===== src/rtl/multiword_add_seq_pkg.sv =====
// Shared definitions for the chunk-serial multiword adder.
// Chunk width and FSM state encoding live here so every file agrees on them.
package multiword_add_seq_pkg;

    localparam int CHUNK_W = 16;

    typedef enum logic [1:0] {
        IDLE = 2'd0,
        RUN  = 2'd1,
        DONE = 2'd2
    } state_t;

endpackage


===== src/rtl/multiword_add_seq_adder.sv =====
// One 16-bit chunk adder with carry in and carry out; purely combinational.
module sixteen_adder
    import multiword_add_seq_pkg::*;
(
    input  logic [CHUNK_W-1:0] i_a,
    input  logic [CHUNK_W-1:0] i_b,
    input  logic               i_cin,
    output logic [CHUNK_W-1:0] o_sum,
    output logic               o_cout
);

    logic [CHUNK_W:0] w_full;

    assign w_full = {1'b0, i_a} + {1'b0, i_b} + {{CHUNK_W{1'b0}}, i_cin};
    assign o_sum  = w_full[CHUNK_W-1:0];
    assign o_cout = w_full[CHUNK_W];

endmodule


===== src/rtl/multiword_add_seq.sv =====
// Chunk-serial adder: one 16-bit chunk per cycle through a single shared adder,
// result held in DONE until the consumer takes it.
module multiword_add_seq
    import multiword_add_seq_pkg::*;
#(
    parameter int WORDS = 4
) (
    input  logic                     clk,
    input  logic                     rst,
    input  logic                     in_valid,
    output logic                     in_ready,
    input  logic [CHUNK_W*WORDS-1:0] a,
    input  logic [CHUNK_W*WORDS-1:0] b,
    input  logic                     cin,
    output logic                     out_valid,
    input  logic                     out_ready,
    output logic [CHUNK_W*WORDS-1:0] sum,
    output logic                     cout,
    output logic                     ovf,
    output logic                     busy
);

    localparam int SUM_W = CHUNK_W * WORDS;
    localparam int IDX_W = (WORDS > 1) ? $clog2(WORDS) : 1;
    localparam logic [IDX_W-1:0] LAST_IDX = IDX_W'(WORDS - 1);

    state_t               r_state;
    state_t               w_next;
    logic [SUM_W-1:0]     r_a;
    logic [SUM_W-1:0]     r_b;
    logic [SUM_W-1:0]     r_sum;
    logic [IDX_W-1:0]     r_idx;
    logic                 r_carry;
    logic                 r_cout;
    logic                 r_ovf;

    logic [CHUNK_W-1:0]   w_a_k;
    logic [CHUNK_W-1:0]   w_b_k;
    logic [CHUNK_W-1:0]   w_s_k;
    logic                 w_c_k;
    logic                 w_accept;
    logic                 w_last;

    assign w_a_k    = r_a[r_idx*CHUNK_W +: CHUNK_W];
    assign w_b_k    = r_b[r_idx*CHUNK_W +: CHUNK_W];
    assign w_accept = (r_state == IDLE) && in_valid;
    assign w_last   = (r_idx == LAST_IDX);

    sixteen_adder u_adder (
        .i_a    (w_a_k),
        .i_b    (w_b_k),
        .i_cin  (r_carry),
        .o_sum  (w_s_k),
        .o_cout (w_c_k)
    );

    always_ff @(posedge clk) begin
        if (rst) begin
            r_state <= IDLE;
        end else begin
            r_state <= w_next;
        end
    end

    always_comb begin
        w_next    = r_state;
        in_ready  = 1'b0;
        busy      = 1'b0;
        out_valid = 1'b0;
        case (r_state)
            IDLE: begin
                in_ready = 1'b1;
                if (in_valid) w_next = RUN;
            end
            RUN: begin
                busy = 1'b1;
                if (w_last) w_next = DONE;
            end
            DONE: begin
                out_valid = 1'b1;
                if (out_ready) w_next = IDLE;
            end
            default: w_next = IDLE;
        endcase
    end

    // Operands are snapshotted at accept so input changes during RUN are invisible.
    always_ff @(posedge clk) begin
        if (rst) begin
            r_idx   <= '0;
            r_carry <= 1'b0;
            r_sum   <= '0;
            r_cout  <= 1'b0;
            r_ovf   <= 1'b0;
        end else if (w_accept) begin
            r_a     <= a;
            r_b     <= b;
            r_carry <= cin;
            r_idx   <= '0;
            r_sum   <= '0;
        end else if (r_state == RUN) begin
            r_sum[r_idx*CHUNK_W +: CHUNK_W] <= w_s_k;
            r_carry <= w_c_k;
            r_idx   <= r_idx + IDX_W'(1);
            if (w_last) begin
                r_cout <= w_c_k;
                r_ovf  <= (r_a[SUM_W-1] == r_b[SUM_W-1]) &&
                          (w_s_k[CHUNK_W-1] != r_a[SUM_W-1]);
            end
        end
    end

    assign sum  = r_sum;
    assign cout = r_cout;
    assign ovf  = r_ovf;

endmodule


===== config.mk =====
export PLATFORM = sky130hd
export DESIGN_NAME = multiword_add_seq
export DESIGN_NICKNAME = d
export VERILOG_FILES = /design/src/rtl/multiword_add_seq_pkg.sv /design/src/rtl/multiword_add_seq_adder.sv /design/src/rtl/multiword_add_seq.sv
export SDC_FILE = /design/constraint.sdc
export NUM_CORES = 1
export LEC_CHECK = 0
export CORE_MARGIN = 3
export CORE_UTILIZATION = 49
export CTS_CLUSTER_DIAMETER = 100
export DETAILED_ROUTE_END_ITERATION = 10
export PLACE_DENSITY_LB_ADDON = 0.08
export SYNTH_ARGS = -nofsm -noshare
export SYNTH_HDL_FRONTEND = slang
export SYNTH_HIERARCHICAL = 1
export SYNTH_SLANG_ARGS = --single-unit

===== constraint.sdc =====
create_clock -name clk -period 10.1 [get_ports clk]
set_input_delay 2.02 -clock clk [delete_from_list [all_inputs] [get_ports clk]]
set_output_delay 2.02 -clock clk [all_outputs]
set_load 0.01 [all_outputs]

==> flow_metrics.tcl, run 1 <==
set metrics [dict create \
    antenna_left 0 \
    r2r-start "r_idx[1]$_SDFFE_PP0N_" \
    cts.repair.resized 0 \
    synthMostInstantiatedCell "edfxtp_1" \
    cts_tree "built" \
    holdWs_ns 0.456 \
    drt_iter0_markers 351 \
    yosysSeqAreaShare 0.655 \
    path_delay_family "buffers and inverters" \
    clockBufferDepth 2 \
    vias_per_cell 5.45 \
    cpPeakStageDelay_ns 0.87 \
    end_kind "register" \
    layout-drive-gt1-share 0.133 \
    startpoint "in_valid" \
    die_y_um 134 \
    diodes 0 \
    fin_setup_tns_ns 0 \
    register_area_sq_um 5270 \
    crit_chain "clkdlybuf4s50_1 -> or3b_1 -> nor2_4 -> buf_4 -> buf_4" \
    finalHoldViolations 0 \
    numPortBuffers 201 \
    die_area_sq_um 18000 \
    max_slew.worst_pin.slew_ns 1.02 \
    finalWeightedCongestion 0.811 \
    layout_min_cycle_time_ns 4.57 \
    vias 4996 \
    startpoint_type "input port" \
    skew_ns 0.0118 \
    synth_top_flop_cell "edfxtp_1" \
    synth_area_sq_um 8040 \
    area_delta_synth_final_pct 33.0 \
    relSlewSlack 0.318 \
    critPathBufInv 3 \
    rows 46 \
    rsz0062_at_grt "false" \
    io_pins 202 \
    start_util 0.504 \
    worst-setup-path-type "in2reg" \
    ys_types 56 \
    grt_max_degree 85 \
    wire_per_inst_um 19.0 \
    numCtsBuffers 17 \
    grt_antenna_before_repair 0 \
    period_share 0.452 \
    fill_cells 1131 \
    overflow 0 \
    nets 843 \
    h-tree-depth 4 \
    multiInputGateArea_sq_um 2520 \
    ys_seq_elements 199 \
    cpMaxStageDelayCell "buf_4" \
    cp.arrival_ns 4.61 \
    wl_mm 17.5 \
    slew_viol_final 0 \
    clock-sinks 199 \
    grt_usage 0.200 \
    synthCells 492 \
    fmax_mhz 219 \
    leakage_nw 3.67 \
    post_cts_buffers 0 \
    hold_class "reg2reg" \
    synth_edf_count 128 \
    ys_top_cells_by_area "edfxtp_1 (48%), dfxtp_1 (18%), mux4_2 (9.0%)" \
    path_clk_slew_ns 0.07 \
    route.detailed.drc 0 \
    fp.coreArea_sq_um 15900 \
    path_common_cell "buf_4" \
    hold_start "sum[6]$_SDFFE_PP0P_" \
    die_x_um 134 \
    clock_latency_ns 0.43 \
    grt_pass1_vias 5249 \
    hpwl_mm 12.9 \
    crit_fanout 84 \
    grt_pass1_wl_mm 27.7 \
    synth_common_cells "edfxtp_1 (128), dfxtp_1 (71), a22o_1 (48)" \
    synth_top_area_share 0.478 \
    firstDrtPassIters 5 \
    postLayoutCoreUtil 0.670 \
    avgSynthCellArea_sq_um 16.3 \
    ir_worst_vdd_v 0.000124 \
    yosys_warnings 6 \
    final-setup-viol-count 0 \
    status "finished clean" \
    async_flop_share 0 \
    cts_hold_buffers 0 \
    cap_violations 0 \
    root_buffer "clkbuf_16" \
    p_per_area_nw_per_um2 168 \
    syn_nets 647 \
    worst_ep_required_time_ns 10.14 \
    yosys.area.top_type "edfxtp_1" \
]
==> routing by layer <==
layer	wire length [um]	part of all wire	vias to the layer above	global-route usage
met5	0	0	-	0
met4	87	0.0050	0	0.0526
met3	1170	0.067	11	0.0499
met2	8910	0.51	189	0.346
met1	7310	0.42	2455	0.253
li1	-	-	2341	-
==> kinds of logic (layout without fill, tap and decap cells) <==
family	Yosys count	count (layout)	share of synthesized area
adders and majority gates	22	22	0.0361
xor gates and xnor gates	15	15	0.0163
and+or+nand+nor	73	73	0.0539
buffers and inverters	36	245	0.0325
AOI/OAI and AO/OA	109	109	0.107
DFF	199	199	0.655
muxes	38	38	0.0990
==> layout make-up <==
| type | instances | area share |
|---|---|---|
| clock buffers | 22 | 0.0467 |
| flip-flops and latches | 199 | 0.493 |
| clock inverters | 10 | 0.00585 |
| multi-input cells | 257 | 0.235 |
| inverters | 8 | 0.00281 |
| repair buffers | 205 | 0.191 |
| well taps | 216 | 0.0253 |
==> through the flow <==
step	cells	total power, mW	setup WS, ns	cell area, sq um
after floorplan	492	1.07	1.73	8040
after global placement	885	1.17	5.21	10100
after detailed placement	885	1.18	5.09	10100
after CTS	917	1.81	5.54	10700
after global routing	917	1.87	5.36	10700
final	917	1.80	5.53	10700
==> worst paths after layout <==
kind	depth (start not counted)	to	slack, ns
worst max-delay path	5	r_b[19]$_DFFE_PP_	5.53
worst min-delay path	2	sum[6]$_SDFFE_PP0P_	0.46
worst max register to register	11	sum[10]$_SDFFE_PP0P_	6.06
worst min register to register	2	sum[6]$_SDFFE_PP0P_	0.46
==> tightest hold or removal path: stages, from the launching register on <==
cell,delay (ns)
dfxtp_1,0.31
nand2_1,0.05
a21oi_1,0.05
==> sequential cells by signal (all words and copies together), names as in the netlist <==
register and count:
cout 1, r_b 64, r_a 64, ovf 1, r_state 2, sum 64
r_idx 2, r_carry 1
==> layout by cell type, fill, tap and decap left out, types with 3 or more instances in the layout <==
cell             Yosys  layout
clkdlybuf4s50_1      0     201
edfxtp_1           128     128
dfxtp_1             71      69
a22o_1              48      48
mux4_2              32      32
a21oi_1             28      28
nand2_1             21      21
ha_1                20      20
clkbuf_16            0      19
nand4_1             16      16
xnor2_1             10      10
inv_1                8       8
nor2_1               8       7
xor2_1               5       5
nand2b_1             4       4
nand3_1              4       4
clkinv_2             0       4
buf_4                9       4
o21ai_0              4       4
a21o_1               4       4
mux2_4               3       3
a21oi_4              3       3
and4_4               3       3
mux2i_1              3       3
nor3_1               3       3
a21oi_2              3       3
o21bai_1             3       3
==> where the power goes <==
group	switching, mW	leakage, nW	internal [mW]	total, mW
combinational	0.135	1.62	0.121	0.256
sequential	0.0104	1.76	0.894	0.905
clock	0.285	0.289	0.353	0.638
total	0.430	3.67	1.37	1.80
(Power assumes the default switching activity.)
==> run 2, diff against run 1 <==
Clock period 10.1 ns to 4.56 ns, I/O delays scaled along.
==> run 2 against run 1 <==
Via count is 0.12% lower. Sequential power is 120% higher. Power is 120% higher. Non-clock buffer count stayed put. Final cell count stayed put. Die area stayed put. Global-route usage hardly changed. Register-to-register slack worse by 5.4 ns. Clock power is 120% higher. First-iteration DRC count is 13% higher. Critical path type is now reg2reg. Largest cell class unchanged.
==> flow_metrics.tcl, run 2 (synthesized netlist as in run 1, its figures left out) <==
set metrics [dict create \
    grt_pass1_wl_mm 27.5 \
    cap_violations 0 \
    vias_per_cell 5.44 \
    firstDrtPassIters 4 \
    final_cells 917 \
    postLayoutCoreUtil 0.672 \
    leakage_nw 3.66 \
    startpoint_type "register" \
    die_x_um 134 \
    post_cts_buffers 0 \
    wire_per_inst_um 19.1 \
    final-setup-viol-count 0 \
    ir_worst_vdd_v 0.000277 \
    hold_start "sum[1]$_SDFFE_PP0P_" \
    grt_usage 0.199 \
    period_share 0.865 \
    layout_commonest_cell "clkdlybuf4s50_1" \
    worst_ep_required_time_ns 4.91 \
    reg2regPathDepth 11 \
    diodes 0 \
    cts.repair.resized 0 \
    numPortBuffers 201 \
    numCtsBuffers 17 \
    cts_hold_buffers 0 \
    hold_class "reg2reg" \
    hpwl_mm 13.0 \
    drt_iter0_markers 395 \
    relSlewSlack 0.323 \
    die_area_sq_um 18000 \
    worst-setup-path-type "reg2reg" \
    wl_mm 17.5 \
    overflow 0 \
    fin_setup_tns_ns 0 \
    grt_antenna_before_repair 0 \
    grt_pass1_vias 5237 \
    cp.arrival_ns 4.29 \
    max_slew.worst_pin.slew_ns 1.01 \
    status "finished clean" \
    layout_min_cycle_time_ns 3.95 \
    p_total_mw 3.98 \
    reg2reg_slack_ns 0.61 \
    fmax_mhz 253 \
    post_dp_cell_area_sq_um 10200 \
    clock-sinks 199 \
    start_util 0.504 \
    h-tree-depth 4 \
    startpoint "r_idx[0]$_SDFFE_PP0N_" \
    holdWs_ns 0.456 \
    antenna_left 0 \
    clock_latency_ns 0.43 \
    skew_ns 0.0114 \
    area_delta_synth_final_pct 33.3 \
    vias 4990 \
    layout-drive-gt1-share 0.131 \
    p_per_area_nw_per_um2 372 \
    clockBufferDepth 2 \
    crit_fanout 14 \
    root_buffer "clkbuf_16" \
    die_y_um 134 \
    cp-endpoint "sum[10]$_SDFFE_PP0P_" \
    mostFrequentLayoutCells "clkdlybuf4s50_1 (201), edfxtp_1 (128), dfxtp_1 (69), a22o_1 (48), mux4_2 (32)" \
    cts_tree "built" \
    place_ws_ns 0.624 \
    setup_ws_ns 0.615 \
    rsz0062_at_grt "false" \
    rows 46 \
    place_inst 885 \
    finalHoldViolations 0 \
    route.detailed.drc 0 \
    fp.coreArea_sq_um 15900 \
    end_kind "register" \
    r2r-start "r_idx[0]$_SDFFE_PP0N_" \
    io_pins 202 \
    nets 843 \
    finalWeightedCongestion 0.788 \
    fill_cells 1168 \
    path_clk_slew_ns 0.07 \
    slew_viol_final 0 \
    r2r-end "sum[10]$_SDFFE_PP0P_" \
    grt_max_degree 129 \
    final_area_sq_um 10700 \
]
run 2: cell count changes in the layout (fill, tap and decap cells not counted):
cell / previous run / this run
clkinvlp_4: 0 / 1
buf_4: 4 / 2
buf_12: 0 / 2
clkinv_2: 4 / 3
clkinv_4: 1 / 2
clkbuf_1: 0 / 1
clkbuf_2: 2 / 1
inv_4: 2 / 1
clkbuf_16: 19 / 17
bufinv_16: 0 / 1
clkbuf_8: 1 / 2
run 2: layer usage:
metal  up-vias  GRT usage  routed length (um)
li1       2334          -                   -
met5         -          0                   0
met2       196      0.325                8560
met4         0     0.0713                 294
met3        25     0.0450                1090
met1      2435      0.266                7550
run 2: where the power goes:
| part | internal (mW) | total [mW] | switching, mW |
|---|---|---|---|
| Combinational | 0.270 | 0.566 | 0.296 |
| Clock | 0.784 | 1.41 | 0.627 |
| Sequential | 1.98 | 2.01 | 0.0267 |
run 2: cell type report:
| cell class | count | area [sq um] | share of cell area |
|---|---|---|---|
| clock buffers | 21 | 462 | 0.0431 |
| clock inverters | 11 | 97.6 | 0.00911 |
| inverters | 8 | 30.0 | 0.00280 |
| multi-input cells | 257 | 2520 | 0.235 |
| flip-flops and latches | 199 | 5270 | 0.492 |
| well taps | 216 | 270 | 0.0252 |
| repair buffers | 205 | 2070 | 0.193 |
run 2: how the worst min path moves through the flow:
| stage | end | slack, ns | cells after the start |
|---|---|---|---|
| finish | sum[1]$_SDFFE_PP0P_ | 0.46 | 2 |
| floorplan | sum[0]$_SDFFE_PP0P_ | 0.47 | 2 |
| global route | sum[10]$_SDFFE_PP0P_ | 0.48 | 2 |
| global placement | sum[8]$_SDFFE_PP0P_ | 0.44 | 2 |
| detailed placement | sum[1]$_SDFFE_PP0P_ | 0.45 | 2 |
| CTS | sum[1]$_SDFFE_PP0P_ | 0.46 | 2 |
run 2: critical path: stages, from the launching register on:
cell	delay, ns
dfxtp_2	0.67
mux4_2	0.59
fa_1	0.48
fa_1	0.43
a21oi_2	0.21
o21ai_2	0.11
a2111oi_2	0.45
o31ai_1	0.13
a21oi_1	0.18
xnor2_1	0.27
nand4_1	0.16
a21oi_1	0.18
